==> src/rtl/intc_pkg.sv <==
// Shared types and constants for the interrupt responder.
package intc_pkg;

    typedef enum logic [1:0] {
        IDLE    = 2'd0,
        REQ     = 2'd1,
        SERVICE = 2'd2,
        RELEASE = 2'd3
    } state_t;

    localparam logic [7:0] A_IMSK_DEF = 8'h3d;
    localparam logic [7:0] A_IPND_DEF = 8'h3c;
    localparam int unsigned ERR_BIT   = 7;

endpackage

==> src/rtl/intc_prio_enc.sv <==
// Combinational fixed-priority encoder: the lowest set index wins.
module intc_prio_enc #(
    parameter int NSRC  = 4,
    parameter int VEC_W = (NSRC > 1) ? $clog2(NSRC) : 1
) (
    input  logic [NSRC-1:0]  req,
    output logic             valid,
    output logic [VEC_W-1:0] idx
);

    always_comb begin
        valid = 1'b0;
        idx   = '0;
        for (int unsigned i = 0; i < NSRC; i++) begin
            if (req[i] && !valid) begin
                valid = 1'b1;
                idx   = VEC_W'(i);
            end
        end
    end

endmodule

==> src/rtl/intc_irq_responder.sv <==
// CPU-side responder: masks and arbitrates peripheral requests, presents a
// vector, and completes the interrupt_executed handshake after RETI.
module intc_irq_responder
    import intc_pkg::*;
#(
    parameter int          NSRC         = 4,
    parameter int          VEC_W        = (NSRC > 1) ? $clog2(NSRC) : 1,
    parameter logic [7:0]  A_IMSK       = A_IMSK_DEF,
    parameter logic [7:0]  A_IPND       = A_IPND_DEF,
    parameter int unsigned EXEC_TIMEOUT = 255
) (
    input  logic             clk,
    input  logic             rst,
    input  logic             write,
    input  logic [7:0]       addr,
    input  logic [7:0]       wdata,
    input  logic             read,
    output logic [7:0]       rdata,
    input  logic [NSRC-1:0]  irq_req,
    output logic [NSRC-1:0]  irq_exec,
    input  logic             gie,
    output logic             cpu_irq,
    output logic [VEC_W-1:0] cpu_vec,
    input  logic             cpu_ack,
    input  logic             cpu_reti
);

    state_t            state_q, state_d;
    logic [NSRC-1:0]   imsk, imsk_d;
    logic [NSRC-1:0]   pend;
    logic              pend_valid;
    logic [VEC_W-1:0]  win;
    logic [VEC_W-1:0]  cur, cur_d;
    logic [VEC_W-1:0]  vec_d;
    logic              irq_d;
    logic [NSRC-1:0]   exec_d;
    logic [7:0]        cnt, cnt_d;
    logic              err, err_d;

    assign pend = irq_req & imsk;

    intc_prio_enc #(
        .NSRC  (NSRC),
        .VEC_W (VEC_W)
    ) u_prio_enc (
        .req   (pend),
        .valid (pend_valid),
        .idx   (win)
    );

    always_comb begin
        rdata = '0;
        if (read && addr == A_IMSK) begin
            rdata[NSRC-1:0] = imsk;
        end else if (read && addr == A_IPND) begin
            rdata[NSRC-1:0] = irq_req;
            rdata[ERR_BIT]  = err;
        end
    end

    always_comb begin
        state_d = state_q;
        imsk_d  = imsk;
        cur_d   = cur;
        vec_d   = cpu_vec;
        irq_d   = cpu_irq;
        exec_d  = irq_exec;
        cnt_d   = cnt;
        err_d   = err;

        if (write && addr == A_IMSK) imsk_d = wdata[NSRC-1:0];
        if (write && addr == A_IPND && wdata[ERR_BIT]) err_d = 1'b0;

        case (state_q)
            IDLE: begin
                if (gie && pend_valid) begin
                    state_d = REQ;
                    cur_d   = win;
                    vec_d   = win;
                    irq_d   = 1'b1;
                end
            end
            REQ: begin
                // Withdrawal outranks a simultaneous acknowledge.
                if (!gie || !irq_req[cur] || !imsk[cur]) begin
                    state_d = IDLE;
                    irq_d   = 1'b0;
                end else if (cpu_ack) begin
                    state_d = SERVICE;
                    irq_d   = 1'b0;
                end
            end
            SERVICE: begin
                if (cpu_reti) begin
                    state_d     = RELEASE;
                    exec_d      = '0;
                    exec_d[cur] = 1'b1;
                    cnt_d       = '0;
                end
            end
            RELEASE: begin
                if (!irq_req[cur]) begin
                    state_d = IDLE;
                    exec_d  = '0;
                end else if (cnt == 8'(EXEC_TIMEOUT - 1)) begin
                    state_d = IDLE;
                    exec_d  = '0;
                    err_d   = 1'b1;
                end else begin
                    cnt_d = cnt + 8'd1;
                end
            end
            default: state_d = IDLE;
        endcase
    end

    always_ff @(posedge clk) begin
        if (rst) begin
            state_q  <= IDLE;
            imsk     <= '0;
            cur      <= '0;
            cpu_vec  <= '0;
            cpu_irq  <= 1'b0;
            irq_exec <= '0;
            cnt      <= '0;
            err      <= 1'b0;
        end else begin
            state_q  <= state_d;
            imsk     <= imsk_d;
            cur      <= cur_d;
            cpu_vec  <= vec_d;
            cpu_irq  <= irq_d;
            irq_exec <= exec_d;
            cnt      <= cnt_d;
            err      <= err_d;
        end
    end

endmodule

==> config.mk <==
export PLATFORM = sky130hd
export DESIGN_NAME = intc_irq_responder
export DESIGN_NICKNAME = d
export VERILOG_FILES = /design/src/rtl/intc_pkg.sv /design/src/rtl/intc_prio_enc.sv /design/src/rtl/intc_irq_responder.sv
export SDC_FILE = /design/constraint.sdc
export NUM_CORES = 1
export LEC_CHECK = 0
export CORE_MARGIN = 2
export CORE_UTILIZATION = 30
export DETAILED_ROUTE_END_ITERATION = 8
export PLACE_DENSITY = 0.59
export SKIP_LAST_GASP = 1
export SLEW_MARGIN = 20
export SYNTH_ARGS = -nofsm -noshare
export SYNTH_HDL_FRONTEND = slang
export SYNTH_SLANG_ARGS = --single-unit
==> constraint.sdc <==
create_clock -name clk -period 4.1 [get_ports clk]
set_input_delay 0.82 -clock clk [delete_from_list [all_inputs] [get_ports clk]]
set_output_delay 0.82 -clock clk [all_outputs]
set_load 0.02 [all_outputs]
==> impl_metrics.toml <==
[die]
core_area_um2 = 4000
row_count = 23
io_pins = 42
dieWidth_um = 68.3
die-area_um2 = 4660
die_y_um = 68.3
start_util_pct = 31.0

[clock_tree]
cts.sinks = 22
worstSkewPairLatency_ns = 0.26
cts_setup_buffers = 0
htreeDepth = 1
cts_tree = "yes"
cts.path.max_buffers = 2
cts_resized = 0
clkTransAtPathRegs_ns = 0.08
postCtsHoldBufs = 0
cts-root-buf = "clkbuf_8"
cts_buffers = 3

[min_path]
hp-start = "cnt[7]$_SDFFE_PP0P_"
hold_class = "flip-flop to flip-flop"
whs_endpoint = "cnt[7]$_SDFFE_PP0P_"
hold_depth = 2

[grt]
antenna_found_initial = 0
grt_max_degree = 18
grt_pass1_wl_um = 4750
grt_usage_pct = 13.0
overflow = 0
grt_pass1_vias = 1093

[final_layout]
nets = 207
area.growth.synth_to_final_pct = 34.6
fillers = 406
n_antenna_cell = 0
layout-drive-gt1-share_pct = 5.08
final_util_pct = 41.7

[yosys]
syn_area_per_cell_um2 = 8.60
synth-seq-cells = 22
synth.distinct_cells = 41
yosysWarnings = 0
netlist_area_um2 = 1240
synthCells = 144
synth_edf_count = 0
synth_flop_cell = "dfxtp_1"
synth-async-reset-ratio_pct = 0
yosysSeqAreaShare_pct = 35.6

[drt]
vias = 1179
routed_wl_um = 2830
vias_per_cell = 5.19
first_pass_iters = 4
drt_iter0_markers = 17
wl_per_cell_um = 12.5
drcViolationCount = 0
ant_nets = 0

[power]
power_density_nw_per_um2 = 242
finalPower_uw = 403
leakagePower_nw = 0.579
irDropWorstVdd_mv = 0.0995

[timing]
setup_violations = 0
drv_slew = 0
rsz0062_at_grt = "false"
worstMarginPinSlew_ns = 0.626
layout_min_cycle_time_ns = 3.77
skew_ns = 0.00166
whs_ns = 0.494
setup_tns_ns = 0
fmax_mhz = 265
finalCritPeriodShare_pct = 92.0
slew_headroom_pct = 58.1
finalHoldViolCount = 0

[worst_setup_path]
critical-path-max-stage-delay_ns = 0.60
criticalPathCategory = "input pin to output pin"
path_delay_family = "buffers and inverters"
crit_path_start_kind = "input pin"
critPathRequiredTime_ns = 3.28
cpMostUsedCell = "clkdlybuf4s50_1"
rr_worst_depth = 4
crit_arrival_ns = 2.95
crit_path_cell_trace = "clkdlybuf4s50_1 -> nor4bb_1 -> nand3_1 -> nor2_1 -> a22o_1 -> clkdlybuf4s50_1"
rr_startpoint = "cur[0]$_SDFFE_PP0P_"
rrSetupSlack_ns = 2.21
cp_max_fo = 5
worst-path-buf-inv = 2
r2r_end = "cnt[1]$_SDFFE_PP0P_"
end_kind = "output pin"
crit_slowest_cell = "clkdlybuf4s50_1"

[job]
maxCapViolations = 0

[place]
gp_congestion = 0.794
io_buffers = 35
hpwl_um = 2230

[run_status]
run_status = "completed"
==> stage by stage <==
step / worst slack [ns] / instances / cell area [um2]
after global placement: 0.375 / 223 / 1610
after detailed placement: 0.343 / 223 / 1610
after floorplan: 1.45 / 146 / 1250
final: 0.329 / 227 / 1670
after CTS: 0.329 / 227 / 1670
after global routing: 0.0613 / 227 / 1670
==> worst reg2reg max path, stage by stage, from the launching register on <==
cell	delay, ns
dfxtp_1	0.57
mux4_2	0.63
o211ai_4	0.18
mux2_2	0.37
nor2_1	0.07
==> cells by family (layout without fill, tap and decap cells) <==
group / after synthesis / count (layout) / share of synthesized area (%)
fa+ha+maj: 2 / 2 / 2.02
buf+inv: 12 / 43 / 4.95
simple gates: 61 / 61 / 27.5
mux: 7 / 7 / 6.77
compound gates: 38 / 38 / 22.2
other cells: 1 / 3 / 0.303
flops: 22 / 22 / 35.6
xor+xnor: 1 / 1 / 0.707
==> cell usage after synthesis (2+ instances only) <==
cell	number	share of area, %
nand4bb_1	2	1.8
nand3b_1	2	1.2
buf_4	4	2.4
nor2_1	17	5.2
inv_1	4	1.2
ha_1	2	2.0
o31ai_1	2	1.2
or3_1	4	2.0
and2_1	2	1.0
nor2b_1	2	1.0
o211a_1	2	1.6
nand4b_1	2	1.4
clkbuf_1	2	0.61
a21oi_1	12	4.8
o21ai_0	5	2.0
o211ai_1	4	2.4
nand2b_1	3	1.5
mux2i_1	5	4.0
a22o_1	6	4.2
nand4_1	5	2.5
nand3_1	7	2.8
nand2_1	9	2.7
dfxtp_1	22	36
or4_1	2	1.2
==> worst max path at each step <==
| stage | startpoint | to | slack (ns) | cells past startpoint |
|---|---|---|---|---|
| 2_1_floorplan | addr[7] | rdata[0] | 1.45 | 4 |
| 3_3_place_gp | addr[4] | rdata[3] | 0.37 | 6 |
| 3_5_place_dp | addr[4] | rdata[7] | 0.34 | 6 |
| 5_1_grt | addr[4] | rdata[1] | 0.06 | 6 |
| 4_1_cts | addr[4] | rdata[0] | 0.33 | 6 |
| 6_report | addr[4] | rdata[0] | 0.33 | 6 |
==> state kept, by name, indices dropped and copies added (netlist names), named ones only <==
name      flops
err           1
irq_exec      4
cnt           8
state_q       1
cur           2
imsk          4
cpu_irq       1
==> cell usage in the layout (no fill, tap or decap), drive strengths merged, types with 5 or more instances in the layout <==
cell and n:
nor2 17, mux2i 5, o211ai 5, clkdlybuf4s50 35
nand2 9, nand3 7, a21oi 12, o21ai 5
a22o 6, nand4 6, dfxtp 22
==> power by group <==
part,switching (mW),internal (mW),total (mW),leakage [nW]
registers,0.000102,0.213,0.214,0.177
clock network,0.0675,0.0855,0.153,0.0288
logic,0.0146,0.0222,0.0368,0.373
total,0.0822,0.321,0.403,0.579
==> area by class of cell <==
cell class | instances | area [um2] | area share (%)
Multi-Input combinational cell | 112 | 744 | 44.6
Clock buffer | 4 | 55.1 | 3.30
Timing Repair Buffer | 35 | 350 | 21.0
Sequential cell | 22 | 440 | 26.4
Tap cell | 50 | 62.6 | 3.75
Inverter | 4 | 15.0 | 0.900
==> metal layers <==
metal  wire length [um]  up-vias  GRT usage [%]  share of wire, %
li1                   -      596              -                 -
met1               1320      552           17.9                46
met2               1380       27           20.6                49
met3                113        4           2.14               4.0
met4                 19        0           4.00              0.67
met5                  0        -              0                 0
(Power assumes the default switching activity.)
